## src/rtl/hiscore_xfer_if.sv

```systemverilog
// hiscore_xfer_if: transfer setup, MiSTer ioctl download, core hiscore port and dump stream.
// master is the hiscore_xfer side; slave is the surrounding system.
interface hiscore_xfer_if;
  logic [15:0] base_addr;
  logic [8:0]  length;
  logic        start_dump;
  logic        ioctl_download;
  logic [7:0]  ioctl_index;
  logic [24:0] ioctl_addr;
  logic [7:0]  ioctl_data;
  logic        ioctl_wr;
  logic [15:0] hs_address;
  logic [7:0]  hs_data_in;
  logic [7:0]  hs_data_out;
  logic        hs_write;
  logic        pause_req;
  logic [7:0]  dump_data;
  logic        dump_valid;
  logic        dump_ready;
  logic        busy;
  logic        done;
  logic        restore_err;
  modport master (
    input  base_addr, length, start_dump, ioctl_download, ioctl_index, ioctl_addr, ioctl_data, ioctl_wr,
    input  hs_data_out, dump_ready,
    output hs_address, hs_data_in, hs_write, pause_req, dump_data, dump_valid, busy, done, restore_err
  );
  modport slave (
    output base_addr, length, start_dump, ioctl_download, ioctl_index, ioctl_addr, ioctl_data, ioctl_wr,
    output hs_data_out, dump_ready,
    input  hs_address, hs_data_in, hs_write, pause_req, dump_data, dump_valid, busy, done, restore_err
  );
endinterface

```

## src/rtl/hiscore_xfer.sv

```systemverilog
// hiscore_xfer: pauses the core and dumps hiscore RAM to a valid/ready stream or restores it from an ioctl download.
// Define HISCORE_XFER_CHECKSUM_EN to append/verify a trailing ~sum byte.
module hiscore_xfer #(
  parameter logic [7:0] HS_INDEX = 8'd4,
  parameter int PAUSE_SETTLE = 4
) (
  input logic clk_49m,
  input logic reset_n,
  hiscore_xfer_if.master bus
);
  typedef enum logic [2:0] {
    IDLE, SETTLE, RD_ADDR, RD_WAIT, PUSH,
`ifdef HISCORE_XFER_CHECKSUM_EN
    CKSUM,
`endif
    RESTORE, FINISH
  } state_t;
`ifdef HISCORE_XFER_CHECKSUM_EN
  localparam state_t DUMP_END = CKSUM;
  logic [7:0] sum;
  logic ck_seen;
`else
  localparam state_t DUMP_END = FINISH;
`endif
  state_t state;
  logic restore;
  logic [8:0] idx;
  logic [7:0] cnt;
  logic dl, dl_q;
  logic buf_v;
  logic [24:0] buf_a;
  logic [7:0] buf_d;
  logic wr_v, in_rng, is_ck;
  logic [24:0] wr_a;
  logic [7:0] wr_d;
  // a buffered write from SETTLE always goes out before any newer one
  always_comb begin
    dl = bus.ioctl_download && bus.ioctl_index == HS_INDEX;
    wr_v = buf_v || bus.ioctl_wr;
    wr_a = buf_v ? buf_a : bus.ioctl_addr;
    wr_d = buf_v ? buf_d : bus.ioctl_data;
    in_rng = wr_a < {16'd0, bus.length};
    is_ck = wr_a == {16'd0, bus.length};
  end
  assign bus.busy = state != IDLE;
  always_ff @(posedge clk_49m or negedge reset_n) begin
    if (!reset_n) begin
      state <= IDLE;
      restore <= 1'b0;
      idx <= '0;
      cnt <= '0;
      dl_q <= 1'b1;
      buf_v <= 1'b0;
      buf_a <= '0;
      buf_d <= '0;
      bus.hs_address <= '0;
      bus.hs_data_in <= '0;
      bus.hs_write <= 1'b0;
      bus.pause_req <= 1'b0;
      bus.dump_data <= '0;
      bus.dump_valid <= 1'b0;
      bus.done <= 1'b0;
      bus.restore_err <= 1'b0;
`ifdef HISCORE_XFER_CHECKSUM_EN
      sum <= '0;
      ck_seen <= 1'b0;
`endif
    end else begin
      dl_q <= dl;
      bus.hs_write <= 1'b0;
      bus.done <= 1'b0;
      case (state)
        IDLE: if ((dl && !dl_q) || bus.start_dump) begin
          restore <= dl && !dl_q;
          state <= SETTLE;
          bus.pause_req <= 1'b1;
          bus.restore_err <= 1'b0;
          idx <= '0;
          cnt <= '0;
          buf_v <= 1'b0;
`ifdef HISCORE_XFER_CHECKSUM_EN
          sum <= '0;
          ck_seen <= 1'b0;
`endif
        end
        SETTLE: begin
          cnt <= cnt + 8'd1;
          if (restore && bus.ioctl_wr) begin
            if (buf_v) bus.restore_err <= 1'b1;
            else begin
              buf_v <= 1'b1;
              buf_a <= bus.ioctl_addr;
              buf_d <= bus.ioctl_data;
            end
          end
          if (cnt == 8'(PAUSE_SETTLE - 1))
            state <= restore ? RESTORE : bus.length == 9'd0 ? DUMP_END : RD_ADDR;
        end
        RD_ADDR: begin
          bus.hs_address <= bus.base_addr + 16'(idx);
          cnt <= '0;
          state <= RD_WAIT;
        end
        RD_WAIT: begin
          cnt <= cnt + 8'd1;
          if (cnt == 8'd1) begin
            bus.dump_data <= bus.hs_data_out;
            bus.dump_valid <= 1'b1;
            state <= PUSH;
`ifdef HISCORE_XFER_CHECKSUM_EN
            sum <= sum + bus.hs_data_out;
`endif
          end
        end
        PUSH: if (bus.dump_ready) begin
          bus.dump_valid <= 1'b0;
          idx <= idx + 9'd1;
          state <= (idx + 9'd1 < bus.length) ? RD_ADDR : DUMP_END;
        end
`ifdef HISCORE_XFER_CHECKSUM_EN
        CKSUM: begin
          if (!bus.dump_valid) begin
            bus.dump_data <= ~sum;
            bus.dump_valid <= 1'b1;
          end else if (bus.dump_ready) begin
            bus.dump_valid <= 1'b0;
            state <= FINISH;
          end
        end
`endif
        RESTORE: begin
          if (wr_v && in_rng) begin
            bus.hs_write <= 1'b1;
            bus.hs_address <= bus.base_addr + wr_a[15:0];
            bus.hs_data_in <= wr_d;
`ifdef HISCORE_XFER_CHECKSUM_EN
            sum <= sum + wr_d;
`endif
          end
`ifdef HISCORE_XFER_CHECKSUM_EN
          if (wr_v && is_ck) begin
            ck_seen <= 1'b1;
            if (wr_d != ~sum) bus.restore_err <= 1'b1;
          end
          if (!bus.ioctl_download && !ck_seen && !(wr_v && is_ck)) bus.restore_err <= 1'b1;
`endif
          buf_v <= buf_v && bus.ioctl_wr;
          buf_a <= bus.ioctl_addr;
          buf_d <= bus.ioctl_data;
          if (!bus.ioctl_download) state <= FINISH;
        end
        FINISH: begin
          bus.done <= 1'b1;
          bus.pause_req <= 1'b0;
          state <= IDLE;
        end
        default: state <= IDLE;
      endcase
    end
  end
endmodule

```

## src/flat_wrapper.sv

```systemverilog
// flat-port wrapper written by rule: the top's interface ports become plain ports
module hiscore_xfer_flat 
#(
  parameter logic [7:0] HS_INDEX = 8'd4,
  parameter int PAUSE_SETTLE = 4
)
  (clk_49m, reset_n, bus_base_addr, bus_length, bus_start_dump, bus_ioctl_download, bus_ioctl_index, bus_ioctl_addr, bus_ioctl_data, bus_ioctl_wr, bus_hs_data_out, bus_dump_ready, bus_hs_address, bus_hs_data_in, bus_hs_write, bus_pause_req, bus_dump_data, bus_dump_valid, bus_busy, bus_done, bus_restore_err);
  hiscore_xfer_if bus_i ();
  input logic clk_49m;
  input logic reset_n;
  input wire logic [$bits(bus_i.base_addr)-1:0] bus_base_addr;
  input wire logic [$bits(bus_i.length)-1:0] bus_length;
  input wire logic [$bits(bus_i.start_dump)-1:0] bus_start_dump;
  input wire logic [$bits(bus_i.ioctl_download)-1:0] bus_ioctl_download;
  input wire logic [$bits(bus_i.ioctl_index)-1:0] bus_ioctl_index;
  input wire logic [$bits(bus_i.ioctl_addr)-1:0] bus_ioctl_addr;
  input wire logic [$bits(bus_i.ioctl_data)-1:0] bus_ioctl_data;
  input wire logic [$bits(bus_i.ioctl_wr)-1:0] bus_ioctl_wr;
  input wire logic [$bits(bus_i.hs_data_out)-1:0] bus_hs_data_out;
  input wire logic [$bits(bus_i.dump_ready)-1:0] bus_dump_ready;
  output wire logic [$bits(bus_i.hs_address)-1:0] bus_hs_address;
  output wire logic [$bits(bus_i.hs_data_in)-1:0] bus_hs_data_in;
  output wire logic [$bits(bus_i.hs_write)-1:0] bus_hs_write;
  output wire logic [$bits(bus_i.pause_req)-1:0] bus_pause_req;
  output wire logic [$bits(bus_i.dump_data)-1:0] bus_dump_data;
  output wire logic [$bits(bus_i.dump_valid)-1:0] bus_dump_valid;
  output wire logic [$bits(bus_i.busy)-1:0] bus_busy;
  output wire logic [$bits(bus_i.done)-1:0] bus_done;
  output wire logic [$bits(bus_i.restore_err)-1:0] bus_restore_err;
  assign bus_i.base_addr = bus_base_addr;
  assign bus_i.length = bus_length;
  assign bus_i.start_dump = bus_start_dump;
  assign bus_i.ioctl_download = bus_ioctl_download;
  assign bus_i.ioctl_index = bus_ioctl_index;
  assign bus_i.ioctl_addr = bus_ioctl_addr;
  assign bus_i.ioctl_data = bus_ioctl_data;
  assign bus_i.ioctl_wr = bus_ioctl_wr;
  assign bus_i.hs_data_out = bus_hs_data_out;
  assign bus_i.dump_ready = bus_dump_ready;
  assign bus_hs_address = bus_i.hs_address;
  assign bus_hs_data_in = bus_i.hs_data_in;
  assign bus_hs_write = bus_i.hs_write;
  assign bus_pause_req = bus_i.pause_req;
  assign bus_dump_data = bus_i.dump_data;
  assign bus_dump_valid = bus_i.dump_valid;
  assign bus_busy = bus_i.busy;
  assign bus_done = bus_i.done;
  assign bus_restore_err = bus_i.restore_err;
  hiscore_xfer #(.HS_INDEX(HS_INDEX), .PAUSE_SETTLE(PAUSE_SETTLE)) u_core (.clk_49m(clk_49m), .reset_n(reset_n), .bus(bus_i));
endmodule
```

## config.mk

```make
export PLATFORM = sky130hd
export DESIGN_NAME = hiscore_xfer_flat
export DESIGN_NICKNAME = d
export VERILOG_FILES = /design/src/rtl/hiscore_xfer_if.sv /design/src/rtl/hiscore_xfer.sv /design/src/flat_wrapper.sv
export SDC_FILE = /design/constraint.sdc
export NUM_CORES = 1
export LEC_CHECK = 0
export CAP_MARGIN = 10
export CORE_UTILIZATION = 52
export DETAILED_ROUTE_END_ITERATION = 7
export GPL_TIMING_DRIVEN = 1
export PLACE_DENSITY = 0.81
export SLEW_MARGIN = 5
export SYNTH_ARGS = -nofsm -noshare
export SYNTH_HDL_FRONTEND = slang
export SYNTH_SLANG_ARGS = --single-unit
```

## constraint.sdc

```tcl
create_clock -name clk_49m -period 4 [get_ports clk_49m]
set_clock_uncertainty 0.15 [all_clocks]
set_input_delay 0.4 -clock clk_49m [delete_from_list [all_inputs] [get_ports clk_49m]]
set_output_delay 0.4 -clock clk_49m [all_outputs]
set_load 0.02 [all_outputs]
```

==> flow_summary.toml, run 1 <==
[layout]
final_cell_mix = "clkdlybuf4s50_1 (116), dfrtp_1 (92), mux2_2 (65), nand2_1 (42), o21ai_0 (35)"
nets = 761
drive_gt1_frac = 0.166
final_common_cell = "clkdlybuf4s50_1"
num_antenna_cells = 0
fill_cells = 818
area_delta_synth_final_pct = 25.2

[synthesis]
syn_inst = 532
yosys.area.top_type = "dfrtp_1"
synth_fp_nets = 647
yosysWarnings = 0
synth_ff_type = "dfrtp_1"
syn-cell-area_sq_mm = 0.00569
synth_top_area_frac = 0.405
synth_area_leaders = "dfrtp_1 (40%), mux2_2 (13%), ha_1 (7.5%)"
ys_types = 66
syn_avg_cell_area_sq_um = 10.7
async_flop_share = 1.00
seq_area_frac_synth = 0.409
synth_seq_cells = 93
synth_edf_count = 0

[power]
intPower_mw = 2.55
p_sw_frac = 0.375
pwr-share-seq = 0.373
switchingPower_mw = 1.53
power_frac_clock = 0.143
ir_drop_mv = 0.374
power_density_mw_per_mm2 = 572
leakagePower_nw = 3.24
pwr-share-comb = 0.483

[clock_tree]
clock_latency_ns = 0.36
cts_resized = 0
cts_buffers = 9
clock-sinks = 93
htree_levels = 3
cts.reportedPaths.clkPinSlew_ns = 0.10
ctsHoldBuffers = 0
root_buffer = "clkbuf_8"
cts_tree = "yes"
ctsLongestPathBuffers = 2
post-cts-setup-buffer-count = 0

[timing]
whs_ns = -0.0279
tightest_slew_ns = 0.868
setup_slack_ns = 0.644
final.setup.tns_ns = 0
max-slew-margin-rel = 0.421
min_period_ns = 3.36
slew_viol_final = 0
setup_viol = 0
fin_crit_sh = 0.839
max_freq_mhz = 298
hold_viol_final = 9
rsz0062_at_grt = "false"

[placement]
hpwl_microns = 10100
portBuffers = 117
dpl_worst_slack_ns = 0.577
gp_congestion = 0.873

[critical_path]
crit_arrival_ns = 3.46
setup.worst_path.class = "register to register"
rrSetupSlack_ns = 0.64
startpoint = "u_core.buf_v$_DFFE_PN0P_"
r2r_end = "u_core.bus.hs_address[11]$_DFFE_PN0P_"
reg2reg_depth = 9
cp_max_fo = 10
start_kind = "register"
rr_startpoint = "u_core.buf_v$_DFFE_PN0P_"
cp-end-kind = "register"
required_ns = 4.10
cp-endpoint = "u_core.bus.hs_address[11]$_DFFE_PN0P_"

[routing]
dr_total_vias = 4525
drt_iter0_drc = 255
drt_wl_total_microns = 13500
first_pass_iters = 4
wl_per_cell_microns = 17.2
drtAntennaViolNets = 0
drcViolationCount = 0
viasPerCell = 5.76

[floorplan]
initial_utilization = 0.544
die_x_microns = 107
ios = 118
rows = 37
die-area_sq_mm = 0.0114
core-area_sq_mm = 0.0105
die_h_microns = 107

[grt]
grt_pass1_vias = 4659
grt_start_max_net_pins = 67
grt_usage = 0.252
grt.overflow.total = 0
antenna_found_initial = 0
grt_pass1_wl_microns = 22500

[outcome]
status = "complete, but fails checks"
failed_checks = "negative hold slack"

[job]
cap_violations = 0

[min_path]
hp-class = "input pin to asynchronous set/reset pin"
power groups by stage:
stage	registers, mW	logic, mW	clock network, mW
after floorplan	1.64	1.21	0
after detailed placement	1.53	1.97	0
after global placement	1.51	1.91	0
after global routing	1.57	2.14	0.637
after CTS	1.52	1.98	0.601
final	1.52	1.97	0.584
worst min path at each step:
stage / to / from
global route: u_core.state[0]$_DFFE_PN0P_ / reset_n
floorplan: u_core.buf_a[0]$_DFFE_PN0P_ / reset_n
detailed placement: u_core.bus.hs_data_in[0]$_DFFE_PN0P_ / u_core.bus.hs_data_in[0]$_DFFE_PN0P_
finish: u_core.cnt[5]$_DFFE_PN0P_ / reset_n
CTS: u_core.bus.hs_write$_DFF_PN0_ / reset_n
global placement: u_core.bus.dump_valid$_DFFE_PN0P_ / u_core.bus.dump_valid$_DFFE_PN0P_
synth_stat cells, types with 4 or more instances:
library cell / count
a22o_1: 7
nand2_1: 42
inv_1: 19
or3_1: 5
dfrtp_1: 92
nor2_1: 25
a21oi_1: 23
xor2_1: 9
nand2b_1: 7
ha_1: 34
clkbuf_1: 7
a21o_1: 10
o21a_1: 4
xnor2_1: 12
buf_2: 7
mux2_4: 9
and3_1: 5
nand3_1: 15
nor2b_1: 4
mux2i_1: 16
nor3_1: 9
o21ai_0: 35
nor4_1: 9
mux2_2: 65
per-stage QoR:
stage                     instances  area, sq um   util  power (mW)
after floorplan                 532         5690      -        2.85
after global placement          771         6950  0.664        3.42
after detailed placement        771         6950  0.664        3.50
after CTS                       786         7120  0.681        4.09
after global routing            786         7120  0.681        4.35
final                           786         7120  0.681        4.08
layout make-up:
| cell class | instances | area [sq um] | share of cell area |
|---|---|---|---|
| well taps | 136 | 170 | 0.0239 |
| clock inverters | 6 | 47.5 | 0.00668 |
| repair buffers | 123 | 1210 | 0.170 |
| clock buffers | 9 | 124 | 0.0174 |
| inverters | 19 | 71.3 | 0.0100 |
| flip-flops and latches | 93 | 2330 | 0.327 |
| multi-input cells | 400 | 3170 | 0.445 |
logic make-up (layout without fill, tap and decap cells):
logic type      after synthesis  count (layout)  share of synthesized area
mux                          91              91                      0.183
fa+ha+maj                    35              35                     0.0783
compound gates              113             113                      0.133
simple gates                140             140                      0.131
xor+xnor                     21              21                     0.0323
buf+inv                      39             157                     0.0341
flops                        93              93                      0.409
routing by layer:
layer  vias up  routed length, microns  share of wire  global-route usage
met4         0                     277          0.020              0.0900
met2       131                    6630           0.49               0.419
met1      2188                    5970           0.44               0.332
met3        32                     662          0.049              0.0432
met5         -                       0              0                   0
li1       2174                       -              -                   -
sequential cells by signal, indices dropped and copies added (netlist names), 3 cells and up:
signal	count
u_core.bus.hs_address	16
u_core.bus.hs_data_in	8
u_core.buf_d	8
u_core.idx	9
u_core.state	3
u_core.cnt	8
u_core.bus.dump_data	8
u_core.buf_a	25
critical path, cell delays in order, from the launching register on:
cell,delay [ns]
dfrtp_1,0.65
mux2_2,0.40
mux2_2,0.27
ha_1,0.36
o211ai_1,0.11
o21ai_0,0.48
o2111a_1,0.29
o21ai_0,0.14
xnor2_1,0.14
mux2_4,0.26
Note: power is estimated with default switching activity, not from simulation.
==> inputs of run 2 (changes only) <==
--- a/config.mk
+++ b/config.mk
@@ -6,10 +6,10 @@
 export NUM_CORES = 1
 export LEC_CHECK = 0
 export CAP_MARGIN = 10
-export CORE_UTILIZATION = 52
+export CORE_UTILIZATION = 47
 export DETAILED_ROUTE_END_ITERATION = 7
 export GPL_TIMING_DRIVEN = 1
-export PLACE_DENSITY = 0.81
+export PLACE_DENSITY = 0.77
 export SLEW_MARGIN = 5
 export SYNTH_ARGS = -nofsm -noshare
 export SYNTH_HDL_FRONTEND = slang
==> constraint.sdc (replaced) <==
create_clock -name clk_49m -period 2.77 [get_ports clk_49m]
set_clock_uncertainty 0.15 [all_clocks]
set_input_delay 0.277 -clock clk_49m [delete_from_list [all_inputs] [get_ports clk_49m]]
set_output_delay 0.277 -clock clk_49m [all_outputs]
set_load 0.02 [all_outputs]
==> flow_summary.toml, run 2 (synthesized netlist as in run 1, its figures left out) <==
[layout]
largest_reg_flops = 25
reg_top3 = "u_core.buf_a x25, u_core.bus.hs_address x16, u_core.idx x9"
num_antenna_cells = 0
regMostFlops = "u_core.buf_a"
final_common_cell = "clkdlybuf4s50_1"
area_delta_synth_final_pct = 41.0
final_cell_mix = "clkdlybuf4s50_1 (116), dfrtp_1 (90), mux2_2 (55), buf_4 (54), nand2_1 (41)"
fill_cells = 883
nets = 816
drive_gt1_frac = 0.274

[clock_tree]
clock_latency_ns = 0.35
ctsLongestPathBuffers = 2
cts_tree = "yes"
htree_levels = 3
clock-sinks = 93
root_buffer = "clkbuf_16"
cts_buffers = 9
cts.reportedPaths.clkPinSlew_ns = 0.06

[grt]
grt.overflow.total = 0
grt_start_max_net_pins = 51
antenna_found_initial = 0
grt_pass1_vias = 4956
grt_pass1_wl_microns = 24300
grt_usage = 0.244

[routing]
drcViolationCount = 6
viasPerCell = 5.66
drt_wl_total_microns = 14900
first_pass_iters = 8
drtAntennaViolNets = 0
dr_total_vias = 4794
drt_iter0_drc = 291
wl_per_cell_microns = 17.6

[power]
intPower_mw = 4.41
ir_drop_mv = 0.483
power_frac_clock = 0.185
power_density_mw_per_mm2 = 847
finalPower_mw = 6.80
leakagePower_nw = 3.63
pwr-share-seq = 0.322
switchingPower_mw = 2.39
pwr-share-comb = 0.493
p_sw_frac = 0.351

[critical_path]
setup.worst_path.class = "register to register"
startpoint = "u_core.buf_v$_DFFE_PN0P_"
required_ns = 2.85
reg2reg_depth = 9
cp_max_fo = 6
cp-end-kind = "register"
crit_arrival_ns = 2.93
start_kind = "register"
rr_startpoint = "u_core.buf_v$_DFFE_PN0P_"

[floorplan]
rows = 39
die-area_sq_mm = 0.0125
die_x_microns = 112
die_h_microns = 112
core-area_sq_mm = 0.0116
ios = 118
initial_utilization = 0.490

[timing]
min_period_ns = 2.84
tightest_slew_ns = 0.582
slew_viol_final = 0
final.setup.tns_ns = -0.675
fin_crit_sh = 1.03
max_freq_mhz = 352
max-slew-margin-rel = 0.612
setup_viol = 20
rsz0062_at_grt = "true"
hold_viol_final = 0
setup_slack_ns = -0.0714

[min_path]
hp-class = "input pin to asynchronous set/reset pin"

[job]
cap_violations = 0

[placement]
gp_congestion = 0.844
hpwl_microns = 10700
portBuffers = 117

[outcome]
failed_checks = "design-rule violations, negative setup slack"
status = "complete, but fails checks"
-- run 2: routing by layer --
metal  vias to the layer above  wire length (microns)  GRT usage
li1                       2296                      -          -
met1                      2354                   6600      0.312
met2                       118                   7340      0.417
met3                        26                    628     0.0346
met4                         0                    347      0.100
met5                         -                      0          0
-- run 2: final timing paths --
| check | to | slack [ns] |
|---|---|---|
| min reg2reg | u_core.bus.hs_data_in[7]$_DFFE_PN0P_ | 0.33 |
| min | u_core.bus.hs_data_in[6]$_DFFE_PN0P_ | 0.32 |
| max reg2reg | u_core.bus.hs_address[10]$_DFFE_PN0P_ | -0.07 |
| max | u_core.bus.hs_address[10]$_DFFE_PN0P_ | -0.07 |
| min in group clk_49m | u_core.bus.hs_data_in[7]$_DFFE_PN0P_ | 0.33 |
| max in group asynchronous | u_core.dl_q$_DFF_PN1_ | 1.42 |
-- run 2: timing repair --
action                                  in CTS  in global routing
setup buffers                                5                  4
gates cloned                                 0                  1
endpoints found under the hold margin       43                  0
endpoints found under the setup margin      16                 17
resized for setup                           17                 27
hold buffers                                 1                  0
pin swaps                                   11                  5
-- run 2: critical path, cell delays in order (launching register included) --
cell      delay (ns)
dfrtp_2         0.40
buf_12          0.13
mux2_2          0.36
ha_1            0.30
a21boi_0        0.15
o211ai_1        0.39
nand4_4         0.29
buf_8           0.21
and3_1          0.16
a31o_1          0.18
-- run 2: cell type report --
type                            count  area (sq um)  area share
Multi-Input combinational cell    401          3470       0.432
Clock inverter                      3          46.3     0.00577
Inverter                           19          71.3     0.00889
Timing Repair Buffer              177          1670       0.209
Sequential cell                    93          2330       0.291
Clock buffer                       11           253      0.0315
Tap cell                          143           179      0.0223
-- run 2: power by group through the flow --
stage | clock [mW] | combinational (mW) | sequential (mW)
6_report | 1.26 | 3.35 | 2.19
5_1_grt | 1.33 | 3.61 | 2.24
4_1_cts | 1.28 | 3.19 | 2.18
3_5_place_dp | 0 | 3.03 | 2.22
3_3_place_gp | 0 | 2.94 | 2.18
2_1_floorplan | 0 | 1.84 | 2.37
-- run 2: per-stage QoR --
stage	utilization	setup slack [ns]	instances	area, sq um	hold WS (ns)
6_report	0.691	-0.0714	847	8020	0.321
2_1_floorplan	-	-0.113	532	5820	-0.169
3_3_place_gp	0.637	-0.167	822	7400	0.160
4_1_cts	0.677	-0.0136	842	7860	0.333
3_5_place_dp	0.637	-0.240	822	7400	0.171
5_1_grt	0.691	-0.162	847	8020	0.344
==> inputs of run 3 (changes only) <==
--- a/config.mk
+++ b/config.mk
@@ -6,10 +6,11 @@
 export NUM_CORES = 1
 export LEC_CHECK = 0
 export CAP_MARGIN = 10
-export CORE_UTILIZATION = 47
+export CORE_ASPECT_RATIO = 2
+export CORE_UTILIZATION = 52
 export DETAILED_ROUTE_END_ITERATION = 7
 export GPL_TIMING_DRIVEN = 1
-export PLACE_DENSITY = 0.77
+export PLACE_DENSITY = 0.81
 export SLEW_MARGIN = 5
 export SYNTH_ARGS = -nofsm -noshare
 export SYNTH_HDL_FRONTEND = slang
==> constraint.sdc (replaced) <==
create_clock -name clk_49m -period 2.8 [get_ports clk_49m]
set_clock_uncertainty 0.15 [all_clocks]
set_input_delay 0.28 -clock clk_49m [delete_from_list [all_inputs] [get_ports clk_49m]]
set_output_delay 0.28 -clock clk_49m [all_outputs]
set_load 0.02 [all_outputs]
==> flow_summary.toml, run 3 (synthesized netlist as in run 1, its figures left out) <==
[critical_path]
cp_max_fo = 4
crit_arrival_ns = 2.97
cp-end-kind = "register"
reg2reg_depth = 10
required_ns = 2.89
setup.worst_path.class = "register to register"
start_kind = "register"

[timing]
max-slew-margin-rel = 0.638
rsz0062_at_grt = "true"
hold_viol_final = 0
setup_viol = 12
final.setup.tns_ns = -0.558
min_period_ns = 2.89
fin_crit_sh = 1.03
max_freq_mhz = 346
tightest_slew_ns = 0.543
slew_viol_final = 0
setup_slack_ns = -0.0862

[routing]
dr_total_vias = 4900
drcViolationCount = 0
first_pass_iters = 5
viasPerCell = 5.87
drt_iter0_drc = 268
drtAntennaViolNets = 0
wl_per_cell_microns = 19.0
drt_wl_total_microns = 15900

[placement]
portBuffers = 117
hpwl_microns = 11000
dpl_worst_slack_ns = -0.257
dp_cells = 805
gp_congestion = 0.900

[clock_tree]
ctsLongestPathBuffers = 2
clock_latency_ns = 0.35
htree_levels = 3
cts.reportedPaths.clkPinSlew_ns = 0.07
root_buffer = "clkbuf_16"
cts_tree = "yes"
cts_buffers = 9
clock-sinks = 93

[min_path]
min_path_cells = 2
hp-class = "register to register"

[floorplan]
die-area_sq_mm = 0.0114
initial_utilization = 0.540
die_x_microns = 76.0
ios = 118
die_h_microns = 150
rows = 53
core-area_sq_mm = 0.0105

[layout]
multiInputGateArea_sq_mm = 0.00347
largest_reg_flops = 25
nets = 809
num_antenna_cells = 0
final_cells = 835
regMostFlops = "u_core.buf_a"
final_common_cell = "clkdlybuf4s50_1"
area_delta_synth_final_pct = 39.4
register_area_sq_mm = 0.00233
final_cell_mix = "clkdlybuf4s50_1 (116), dfrtp_1 (90), mux2_2 (50), buf_4 (48), nand2_1 (41)"
reg_top3 = "u_core.buf_a x25, u_core.bus.hs_address x16, u_core.idx x9"
fill_cells = 687
drive_gt1_frac = 0.275

[grt]
grt_busiest_layer = "met2"
grtUsageMet1 = 0.289
antenna_found_initial = 0
grt_pass1_vias = 5138
grt_pass1_wl_microns = 24500
grt_usage = 0.277
use_met3 = 0.0457
grt.overflow.total = 0
met2_usage = 0.520
grt_start_max_net_pins = 94

[power]
leakagePower_nw = 3.59
ir_drop_mv = 0.498
finalPower_mw = 6.64
power_density_mw_per_mm2 = 837

[outcome]
status = "complete, but fails checks"
failed_checks = "negative setup slack"

[job]
cap_violations = 0
## run 3: changes by cell type in the layout (fill, tap and decap cells not counted), moves of 3 or more
cell,delta
o21ai_1,-3
mux2_4,+5
buf_4,-6
buf_6,+3
mux2_2,-5
## run 3: area by class of cell
class / instances / share of cell area
Clock inverter: 5 / 0.00458
Multi-Input combinational cell: 400 / 0.438
Inverter: 19 / 0.00899
Clock buffer: 10 / 0.0301
Tap cell: 137 / 0.0216
Timing Repair Buffer: 171 / 0.203
Sequential cell: 93 / 0.294
## run 3: routing by layer
layer,vias to the layer above,share of wire
li1,2262,-
met1,2411,0.37
met2,171,0.55
met3,56,0.038
met4,0,0.049
met5,-,0
## run 3: worst max-delay path, stage by stage, from the launching register on
cell      delay [ns]
dfrtp_2         0.44
buf_6           0.13
mux2_4          0.32
mux2_4          0.29
ha_4            0.28
o211ai_1        0.12
o21ai_2         0.29
o2111a_2        0.28
o21ai_2         0.07
xnor2_1         0.13
mux2_4          0.26
## run 3: what timing repair did
item / 4_1_cts / 5_1_grt
hold buffers: 1 / 0
hold endpoints to repair: 92 / 0
resized for setup: 24 / 29
setup buffers: 8 / 6
endpoints found under the setup margin: 16 / 17
pin swaps: 13 / 13
gates cloned: 0 / 0
## run 3: final timing paths
| kind | slack, ns | endpoint | startpoint |
|---|---|---|---|
| worst max-delay path | -0.09 | u_core.bus.hs_address[13]$_DFFE_PN0P_ | u_core.buf_v$_DFFE_PN0P_ |
| worst min-delay path | 0.33 | u_core.bus.hs_data_in[7]$_DFFE_PN0P_ | u_core.bus.hs_data_in[7]$_DFFE_PN0P_ |
| worst max register to register | -0.09 | u_core.bus.hs_address[13]$_DFFE_PN0P_ | u_core.buf_v$_DFFE_PN0P_ |
| worst min register to register | 0.33 | u_core.bus.hs_data_in[7]$_DFFE_PN0P_ | u_core.bus.hs_data_in[7]$_DFFE_PN0P_ |
| max in group asynchronous | 1.70 | u_core.bus.hs_address[10]$_DFFE_PN0P_ | reset_n |
| min in group asynchronous | 0.38 | u_core.cnt[7]$_DFFE_PN0P_ | reset_n |
## run 3: metrics by stage
step | instance area, sq um | util | hold slack, ns
after floorplan | 5810 | - | -0.166
after global placement | 7290 | 0.692 | 0.216
after detailed placement | 7290 | 0.692 | 0.223
after CTS | 7780 | 0.738 | 0.335
after global routing | 7930 | 0.752 | 0.361
final | 7930 | 0.752 | 0.327
## run 3: power breakdown
group          internal [mW]  switching, mW
registers               1.85          0.327
clock network          0.624          0.526
logic                   1.77           1.54
total                   4.24           2.39
